`src/rtl/delta_sigma_fifo_pkg.sv`:
```
// delta_sigma_fifo_pkg
// Shared definitions for the delta-sigma packing/unpacking FIFOs:
//   - default sample width, word width and word storage depth
//   - log2 helper used to size pointers and counters
//   - derivation of RATIO (samples per word) and of the counter widths
package delta_sigma_fifo_pkg;

  localparam int DEF_WIDTH_IN  = 8;
  localparam int DEF_WIDTH_OUT = 24;
  localparam int DEF_DEPTH     = 128;

  // Ceiling log2; log2_ceil(1) = 0.
  function automatic int log2_ceil(input int value);
    int result;
    result = 0;
    while ((32'sd1 <<< result) < value) begin
      result = result + 1;
    end
    return result;
  endfunction

  function automatic int ratio_of(input int width_in, input int width_out);
    return width_out / width_in;
  endfunction

  // fifo_count has to represent DEPTH itself, hence DEPTH+1 states.
  function automatic int count_width(input int depth);
    return log2_ceil(depth + 1);
  endfunction

  // byte_count runs 0..RATIO-1.
  function automatic int byte_count_width(input int ratio);
    return log2_ceil(ratio);
  endfunction

  // Memory address width; kept at least one bit wide.
  function automatic int addr_width(input int depth);
    return (depth > 1) ? log2_ceil(depth) : 1;
  endfunction

endpackage

```
`src/rtl/delta_sigma_pack_fifo_if.sv`:
```
// delta_sigma_pack_fifo_if
// Handshake/data bundle of the byte-to-word packing FIFO.
//   master : producer/consumer side (drives write_en, datain, flush, read_en)
//   slave  : the FIFO (drives dataout, fifo_count, byte_count, empty, full)
interface delta_sigma_pack_fifo_if
  import delta_sigma_fifo_pkg::*;
#(
  parameter int WIDTH_IN  = DEF_WIDTH_IN,
  parameter int WIDTH_OUT = DEF_WIDTH_OUT,
  parameter int DEPTH     = DEF_DEPTH
);

  localparam int RATIO = ratio_of(WIDTH_IN, WIDTH_OUT);
  localparam int CNT_W = count_width(DEPTH);
  localparam int BC_W  = byte_count_width(RATIO);

  logic                 write_en;
  logic [WIDTH_IN-1:0]  datain;
  logic                 flush;
  logic                 read_en;
  logic [WIDTH_OUT-1:0] dataout;
  logic [CNT_W-1:0]     fifo_count;
  logic [BC_W-1:0]      byte_count;
  logic                 empty;
  logic                 full;

  modport master (
    output write_en, datain, flush, read_en,
    input  dataout, fifo_count, byte_count, empty, full
  );

  modport slave (
    input  write_en, datain, flush, read_en,
    output dataout, fifo_count, byte_count, empty, full
  );

endinterface

```
`src/rtl/delta_sigma_byte_packer.sv`:
```
// delta_sigma_byte_packer
// Gathers RATIO samples into one word, first sample in the MSBs, and raises
// commit for the cycle in which the word must be written to storage.
//   clk, reset_n      : clock, synchronous active-low reset
//   write_valid       : accepted sample on datain this cycle
//   flush             : request to pad and commit a partial word
//   storage_has_room  : storage is below DEPTH words
//   datain            : sample
//   word              : word to store (valid while commit is high)
//   commit            : write word to storage this cycle
//   byte_count        : samples currently held (0..RATIO-1)
module delta_sigma_byte_packer
  import delta_sigma_fifo_pkg::*;
#(
  parameter int  WIDTH_IN  = DEF_WIDTH_IN,
  parameter int  WIDTH_OUT = DEF_WIDTH_OUT,
  localparam int RATIO     = ratio_of(WIDTH_IN, WIDTH_OUT),
  localparam int BC_W      = byte_count_width(RATIO)
) (
  input  logic                 clk,
  input  logic                 reset_n,
  input  logic                 write_valid,
  input  logic                 flush,
  input  logic                 storage_has_room,
  input  logic [WIDTH_IN-1:0]  datain,
  output logic [WIDTH_OUT-1:0] word,
  output logic                 commit,
  output logic [BC_W-1:0]      byte_count
);

  localparam logic [BC_W-1:0] LAST_SLOT = BC_W'(RATIO - 1);

  logic [WIDTH_OUT-1:0] asm_q, asm_d;
  logic [BC_W-1:0]      byte_count_q, byte_count_d;
  logic [WIDTH_OUT-1:0] placed_s;
  logic [WIDTH_OUT-1:0] merged_s;
  logic                 write_commit_s;
  logic                 flush_commit_s;
  logic                 commit_s;

  // Position the incoming sample in the slot selected by byte_count.
  always_comb begin
    placed_s = '0;
    for (int k = 0; k < RATIO; k++) begin
      placed_s[WIDTH_OUT-1-k*WIDTH_IN -: WIDTH_IN] =
        (byte_count_q == BC_W'(k)) ? datain : {WIDTH_IN{1'b0}};
    end
  end

  // Commit decision and next assembler state. Slots not yet written are
  // always zero, so a flushed word is zero-padded without extra logic.
  always_comb begin
    write_commit_s = write_valid && (byte_count_q == LAST_SLOT);
    // A write that completes the word wins; the flush is dropped for the caller to retry.
    flush_commit_s = flush && (byte_count_q != '0) && storage_has_room && !write_commit_s;
    commit_s       = write_commit_s || flush_commit_s;
    merged_s       = write_valid ? (asm_q | placed_s) : asm_q;

    if (commit_s) begin
      asm_d        = '0;
      byte_count_d = '0;
    end else if (write_valid) begin
      asm_d        = merged_s;
      byte_count_d = byte_count_q + BC_W'(1);
    end else begin
      asm_d        = asm_q;
      byte_count_d = byte_count_q;
    end
  end

  // Assembler and sample counter registers.
  always_ff @(posedge clk) begin
    if (!reset_n) begin
      asm_q        <= '0;
      byte_count_q <= '0;
    end else begin
      asm_q        <= asm_d;
      byte_count_q <= byte_count_d;
    end
  end

  assign word       = merged_s;
  assign commit     = commit_s;
  assign byte_count = byte_count_q;

endmodule

```
`src/rtl/delta_sigma_pack_fifo.sv`:
```
// delta_sigma_pack_fifo
// Byte-to-word packing FIFO with first-word-fall-through output and an
// end-of-line flush that zero-pads a partial word.
//   clk     : clock, all state changes on the rising edge
//   reset_n : synchronous active-low reset (memory contents are kept)
//   bus     : slave side of delta_sigma_pack_fifo_if
//             in : write_en, datain, flush, read_en
//             out: dataout (head word), fifo_count, byte_count, empty, full
module delta_sigma_pack_fifo
  import delta_sigma_fifo_pkg::*;
#(
  parameter int  WIDTH_IN  = DEF_WIDTH_IN,
  parameter int  WIDTH_OUT = DEF_WIDTH_OUT,
  parameter int  DEPTH     = DEF_DEPTH,
  localparam int RATIO     = ratio_of(WIDTH_IN, WIDTH_OUT),
  localparam int CNT_W     = count_width(DEPTH),
  localparam int BC_W      = byte_count_width(RATIO),
  localparam int AW        = addr_width(DEPTH)
) (
  input  logic                    clk,
  input  logic                    reset_n,
  delta_sigma_pack_fifo_if.slave  bus
);

  localparam logic [CNT_W-1:0] DEPTH_CNT = CNT_W'(DEPTH);
  localparam logic [BC_W-1:0]  LAST_SLOT = BC_W'(RATIO - 1);

  logic [WIDTH_OUT-1:0] mem_q [DEPTH];
  logic [AW-1:0]        add_wr_q, add_wr_d;
  logic [AW-1:0]        add_rd_q, add_rd_d;
  logic [CNT_W-1:0]     fifo_count_q, fifo_count_d;

  logic                 empty_s;
  logic                 full_s;
  logic                 room_s;
  logic                 write_valid_s;
  logic                 read_valid_s;
  logic                 commit_s;
  logic [WIDTH_OUT-1:0] word_s;
  logic [BC_W-1:0]      byte_count_s;

  // Flags are decoded straight from registered state, no extra lag.
  always_comb begin
    empty_s       = (fifo_count_q == '0);
    room_s        = (fifo_count_q != DEPTH_CNT);
    // Full only when no further sample could be accepted without a commit.
    full_s        = !room_s && (byte_count_s == LAST_SLOT);
    write_valid_s = bus.write_en && !full_s;
    read_valid_s  = bus.read_en && !empty_s;
  end

  delta_sigma_byte_packer #(
    .WIDTH_IN  (WIDTH_IN),
    .WIDTH_OUT (WIDTH_OUT)
  ) u_packer (
    .clk              (clk),
    .reset_n          (reset_n),
    .write_valid      (write_valid_s),
    .flush            (bus.flush),
    .storage_has_room (room_s),
    .datain           (bus.datain),
    .word             (word_s),
    .commit           (commit_s),
    .byte_count       (byte_count_s)
  );

  // Pointer and occupancy next state; DEPTH is a power of two so the
  // pointers wrap by natural overflow.
  always_comb begin
    add_wr_d = commit_s ? (add_wr_q + AW'(1)) : add_wr_q;
    add_rd_d = read_valid_s ? (add_rd_q + AW'(1)) : add_rd_q;
    case ({commit_s, read_valid_s})
      2'b10:   fifo_count_d = fifo_count_q + CNT_W'(1);
      2'b01:   fifo_count_d = fifo_count_q - CNT_W'(1);
      default: fifo_count_d = fifo_count_q;
    endcase
  end

  // Pointer and occupancy registers.
  always_ff @(posedge clk) begin
    if (!reset_n) begin
      add_wr_q     <= '0;
      add_rd_q     <= '0;
      fifo_count_q <= '0;
    end else begin
      add_wr_q     <= add_wr_d;
      add_rd_q     <= add_rd_d;
      fifo_count_q <= fifo_count_d;
    end
  end

  // Word storage: write port only, contents deliberately not reset.
  always_ff @(posedge clk) begin
    if (commit_s) begin
      mem_q[add_wr_q] <= word_s;
    end
  end

  assign bus.dataout    = mem_q[add_rd_q];
  assign bus.fifo_count = fifo_count_q;
  assign bus.byte_count = byte_count_s;
  assign bus.empty      = empty_s;
  assign bus.full       = full_s;

endmodule

```
`src/flat_wrapper.sv`:
```
// flat-port wrapper written by rule: the top's interface ports become plain ports
module delta_sigma_pack_fifo_flat import delta_sigma_fifo_pkg::*;
#(
  parameter int  WIDTH_IN  = DEF_WIDTH_IN,
  parameter int  WIDTH_OUT = DEF_WIDTH_OUT,
  parameter int  DEPTH     = DEF_DEPTH,
  localparam int RATIO     = ratio_of(WIDTH_IN, WIDTH_OUT),
  localparam int CNT_W     = count_width(DEPTH),
  localparam int BC_W      = byte_count_width(RATIO),
  localparam int AW        = addr_width(DEPTH)
)
  (clk, reset_n, bus_write_en, bus_datain, bus_flush, bus_read_en, bus_dataout, bus_fifo_count, bus_byte_count, bus_empty, bus_full);
  delta_sigma_pack_fifo_if #(.WIDTH_IN(WIDTH_IN), .WIDTH_OUT(WIDTH_OUT), .DEPTH(DEPTH)) bus_i ();
  input  logic clk;
  input  logic reset_n;
  input wire logic [$bits(bus_i.write_en)-1:0] bus_write_en;
  input wire logic [$bits(bus_i.datain)-1:0] bus_datain;
  input wire logic [$bits(bus_i.flush)-1:0] bus_flush;
  input wire logic [$bits(bus_i.read_en)-1:0] bus_read_en;
  output wire logic [$bits(bus_i.dataout)-1:0] bus_dataout;
  output wire logic [$bits(bus_i.fifo_count)-1:0] bus_fifo_count;
  output wire logic [$bits(bus_i.byte_count)-1:0] bus_byte_count;
  output wire logic [$bits(bus_i.empty)-1:0] bus_empty;
  output wire logic [$bits(bus_i.full)-1:0] bus_full;
  assign bus_i.write_en = bus_write_en;
  assign bus_i.datain = bus_datain;
  assign bus_i.flush = bus_flush;
  assign bus_i.read_en = bus_read_en;
  assign bus_dataout = bus_i.dataout;
  assign bus_fifo_count = bus_i.fifo_count;
  assign bus_byte_count = bus_i.byte_count;
  assign bus_empty = bus_i.empty;
  assign bus_full = bus_i.full;
  delta_sigma_pack_fifo #(.WIDTH_IN(WIDTH_IN), .WIDTH_OUT(WIDTH_OUT), .DEPTH(DEPTH)) u_core (.clk(clk), .reset_n(reset_n), .bus(bus_i));
endmodule
```
`config.mk`:
```
export PLATFORM = sky130hd
export DESIGN_NAME = delta_sigma_pack_fifo_flat
export DESIGN_NICKNAME = d
export VERILOG_FILES = /design/src/rtl/delta_sigma_fifo_pkg.sv /design/src/rtl/delta_sigma_pack_fifo_if.sv /design/src/rtl/delta_sigma_byte_packer.sv /design/src/rtl/delta_sigma_pack_fifo.sv /design/src/flat_wrapper.sv
export SDC_FILE = /design/constraint.sdc
export NUM_CORES = 2
export LEC_CHECK = 0
export CAP_MARGIN = 20
export CORE_MARGIN = 1.5
export CORE_UTILIZATION = 40
export DETAILED_ROUTE_END_ITERATION = 10
export HOLD_SLACK_MARGIN = 0.05
export PLACE_DENSITY = 0.58
export SLEW_MARGIN = 20
export SYNTH_ARGS = -nofsm -noshare
export SYNTH_HDL_FRONTEND = slang
export SYNTH_SLANG_ARGS = --single-unit
```
`constraint.sdc`:
```
create_clock -name clk -period 10.2 [get_ports clk]
set_input_delay 1.53 -clock clk [delete_from_list [all_inputs] [get_ports clk]]
set_output_delay 1.53 -clock clk [all_outputs]
set_load 0.005 [all_outputs]
```
==> impl_metrics.csv <==
group,metric,value,unit
status,status,"finished, final reports clean",
placement,dpl.cell_count,9467,
synthesis,syn_area_per_cell,21.2,µm²
cts,cts_buffers,321,
pwr,power_density,215,mW/mm²
grt,antenna_found_initial,25,
timing,setup_tns,0,ns
placement,port-buffer-count,48,
floorplan,fp.dieH,549,µm
timing,rsz0062_at_grt,"false",
critical_path,crit_type,"flip-flop to output pin",
synthesis,synthFlopType,"edfxtp_1",
synthesis,synth-edff-count,3072,
cts,clkTransAtPathRegs,0.06,ns
min_path,holdCritPathClass,"flip-flop to flip-flop",
critical_path,startpoint_type,"flip-flop",
final_layout,final_layout_size_suffix_gt1_frac,0.229,
critical_path,crit_end,"bus_dataout[8]",
detailed_routing,final_antenna_net_count,0,
critical_path,r2r-start,"u_core.u_packer.byte_count[0]$_SDFFE_PP0N_",
detailed_routing,post_drt_wl_per_cell,32.8,µm
timing,setup_viol,0,
synthesis,yosys.area.top_type_share,0.773,
critical_path,ff2ff_path_depth,14,
cts,cts_sinks,3127,
floorplan,dieArea,0.301,mm²
placement,place_congestion,0.840,
floorplan,die_w,549,µm
detailed_routing,detail_route.vias_per_cell,5.89,
grt,grt_max_degree,136,
synthesis,synth-seq-cells,3127,
critical_path,worstPathCellList,"buf_4 -> nor2b_4 -> buf_12 -> a211oi_1 -> nand2_1 -> nand3_1 -> a211oi_1 -> clkdlybuf4s50_1",
synthesis,ys_async_sr_fraction,0,
critical_path,required,8.67,ns
timing,relSlewSlack,0.117,
pwr,p_leak,0.0405,µW
critical_path,critPathCaptureType,"output pin",
timing,post-route-period-util,0.785,
floorplan,fp.coreArea,0.297,mm²
synthesis,synthCells,5614,
timing,slew_violations,0,
detailed_routing,drt_wl_total,330,mm
placement,hpwl,189,mm
critical_path,crit_path_frequent_cell,"a211oi_1",
critical_path,crit_arrival,6.48,ns
synthesis,netlist_top_cells_area,"edfxtp_1, mux4_2, mux2i_1, a211oi_1, o22ai_1",
grt,track_usage,0.216,
timing,timing.fmax,0.125,GHz
detailed_routing,drt_pass1_iterations,6,
synthesis,syn_nets,5635,
timing,layout_min_cycle_time,8.01,ns
floorplan,rows,200,
critical_path,slowest_stage,"a211oi_1",
floorplan,io_pins,49,
grt,grt_pass1_wl,460,mm
critical_path,rrSetupSlack,6.07,ns
cts,clockRootBuffer,"clkbuf_16",
min_path,holdCritStartpoint,"u_core.add_rd_q[5]$_SDFFE_PN0N_",
timing,tightest_slew,1.32,ns
final_layout,areaGrowthSynthToFinish,13.6,%
final_layout,stdcell_count,10000,
final_layout,finalNetCount,5872,
critical_path,slowest_delay,1.16,ns
cts,post_cts_resized,0,
critical_path,timing.rr.end,"u_core.bus.fifo_count[4]$_SDFFE_PN0P_",
grt,grt-ovfl-total,0,
synthesis,synth.most_common_cell,"edfxtp_1",
detailed_routing,highest_layer,"met5",
cts,insertion_delay,0.91,ns
grt,grt_pass1_vias,58000,
cts,h-tree-depth,5,
detailed_routing,dr_wl_met2,158,mm
detailed_routing,num_vias,59200,
detailed_routing,drtIter0Drc,7818,
pwr,ir_drop,0.241,mV
synthesis,yosysTopAreaCell,"edfxtp_1",
synthesis,yosys_warnings,0,
timing,clock_skew,0.0601,ns
floorplan,start_util,0.402,
cts,postCtsSetupRepairBufs,0,
critical_path,path_max_fanout,52,
synthesis,synthTopCellsByCount,"edfxtp_1, mux4_2, mux2i_1",
synthesis,ys_types,61,
flow_run,maxCapViolCount,0,
timing,hold_viol_final,0,
detailed_routing,route.met3.wl,28.0,mm
synthesis,synth_area,0.119,mm²
cts,cts_tree,"built",
synthesis,yosysSeqAreaShare,0.783,
detailed_routing,drc_errors,0,
cts,hold_buffers,0,
cts,cts_buffer_depth,4,
detailed_routing,wl_met1,134,mm
==> through the flow <==
stage	hold WS, ns	area (µm²)	setup WS (ns)	util	total power (µW)
final	0.585	135000	2.19	0.457	29100
after global routing	0.603	135000	2.05	0.456	29900
after floorplan	0.484	119000	5.14	-	16700
after CTS	0.588	135000	2.24	0.456	29300
after detailed placement	0.562	125000	3.20	0.423	18000
after global placement	0.538	125000	3.14	0.423	18000
==> critical path, delay by kind of cell (launching register included) <==
kind	cells	cell delay [ns]
buffers and inverters	3	1.85
AND/OR/NAND/NOR	3	1.48
AO/OA/AOI/OAI	2	1.31
flip-flops	1	0.84
==> where the power goes <==
group | internal (µW) | switching [µW] | leakage [µW] | total (µW)
clock network | 6520 | 4860 | 0.00491 | 11400
logic | 1110 | 2060 | 0.00755 | 3180
registers | 14400 | 81.4 | 0.0280 | 14500
total | 22100 | 7000 | 0.0405 | 29100
==> worst min-delay path by stage <==
stage / depth (start not counted) / slack (ns) / to
floorplan: 2 / 0.48 / flip-flop
global placement: 2 / 0.54 / u_core.add_rd_q[5]$_SDFFE_PN0N_
detailed placement: 2 / 0.56 / flip-flop
CTS: 2 / 0.59 / flip-flop
global route: 2 / 0.60 / flip-flop
finish: 2 / 0.59 / flip-flop
==> layout by cell type (no fill, tap or decap), types with 39 or more instances in the layout <==
| cell type | synthesis | routed |
|---|---|---|
| edfxtp_1 | 3072 | 3072 |
| mux4_2 | 576 | 576 |
| mux2i_1 | 435 | 434 |
| clkbuf_16 | 0 | 330 |
| a211oi_1 | 217 | 215 |
| o22ai_1 | 192 | 192 |
| buf_4 | 15 | 183 |
| nand2_1 | 149 | 149 |
| a22oi_1 | 145 | 145 |
| nor2_2 | 1 | 102 |
| clkbuf_1 | 135 | 77 |
| clkinv_2 | 0 | 56 |
| clkinv_1 | 0 | 56 |
| o21ai_0 | 54 | 54 |
| dfxtp_1 | 55 | 51 |
| clkdlybuf4s50_1 | 0 | 48 |
| nand3_1 | 39 | 39 |
==> layer usage <==
| layer | vias to the layer above | GRT usage |
|---|---|---|
| li1 | 24000 | - |
| met3 | 437 | 0.0424 |
| met1 | 31900 | 0.301 |
| met4 | 6 | 0.0627 |
| met2 | 2758 | 0.346 |
| met5 | - | 0 |
==> registers in the layout (all words and copies together) (netlist names), named ones only <==
name,flops
u_core.bus.fifo_count,8
u_core.u_packer.byte_count,2
u_core.mem_q,3072
u_core.u_packer.asm_q,24
u_core.add_wr_q,7
u_core.add_rd_q,7
==> logic make-up after synthesis <==
family / after synthesis / share of synthesized area
XOR/XNOR: 19 / 0.00140
flip-flops: 3127 / 0.783
multiplexers: 1011 / 0.145
adder cells (fa/ha/maj): 8 / 0.000839
buffers and inverters: 342 / 0.0134
AO/OA/AOI/OAI: 659 / 0.0384
AND/OR/NAND/NOR: 448 / 0.0181
==> layout make-up <==
class	count	area, µm²
Sequential cell	3127	93400
Clock inverter	160	1420
Tap cell	3939	4930
Fill cell	24800	161000
Clock buffer	413	8630
Antenna cell	4	10.0
Timing Repair Buffer	247	2170
Multi-Input combinational cell	2145	24900
Inverter	9	36.3
No activity file was read; power rests on OpenSTA's default activity.
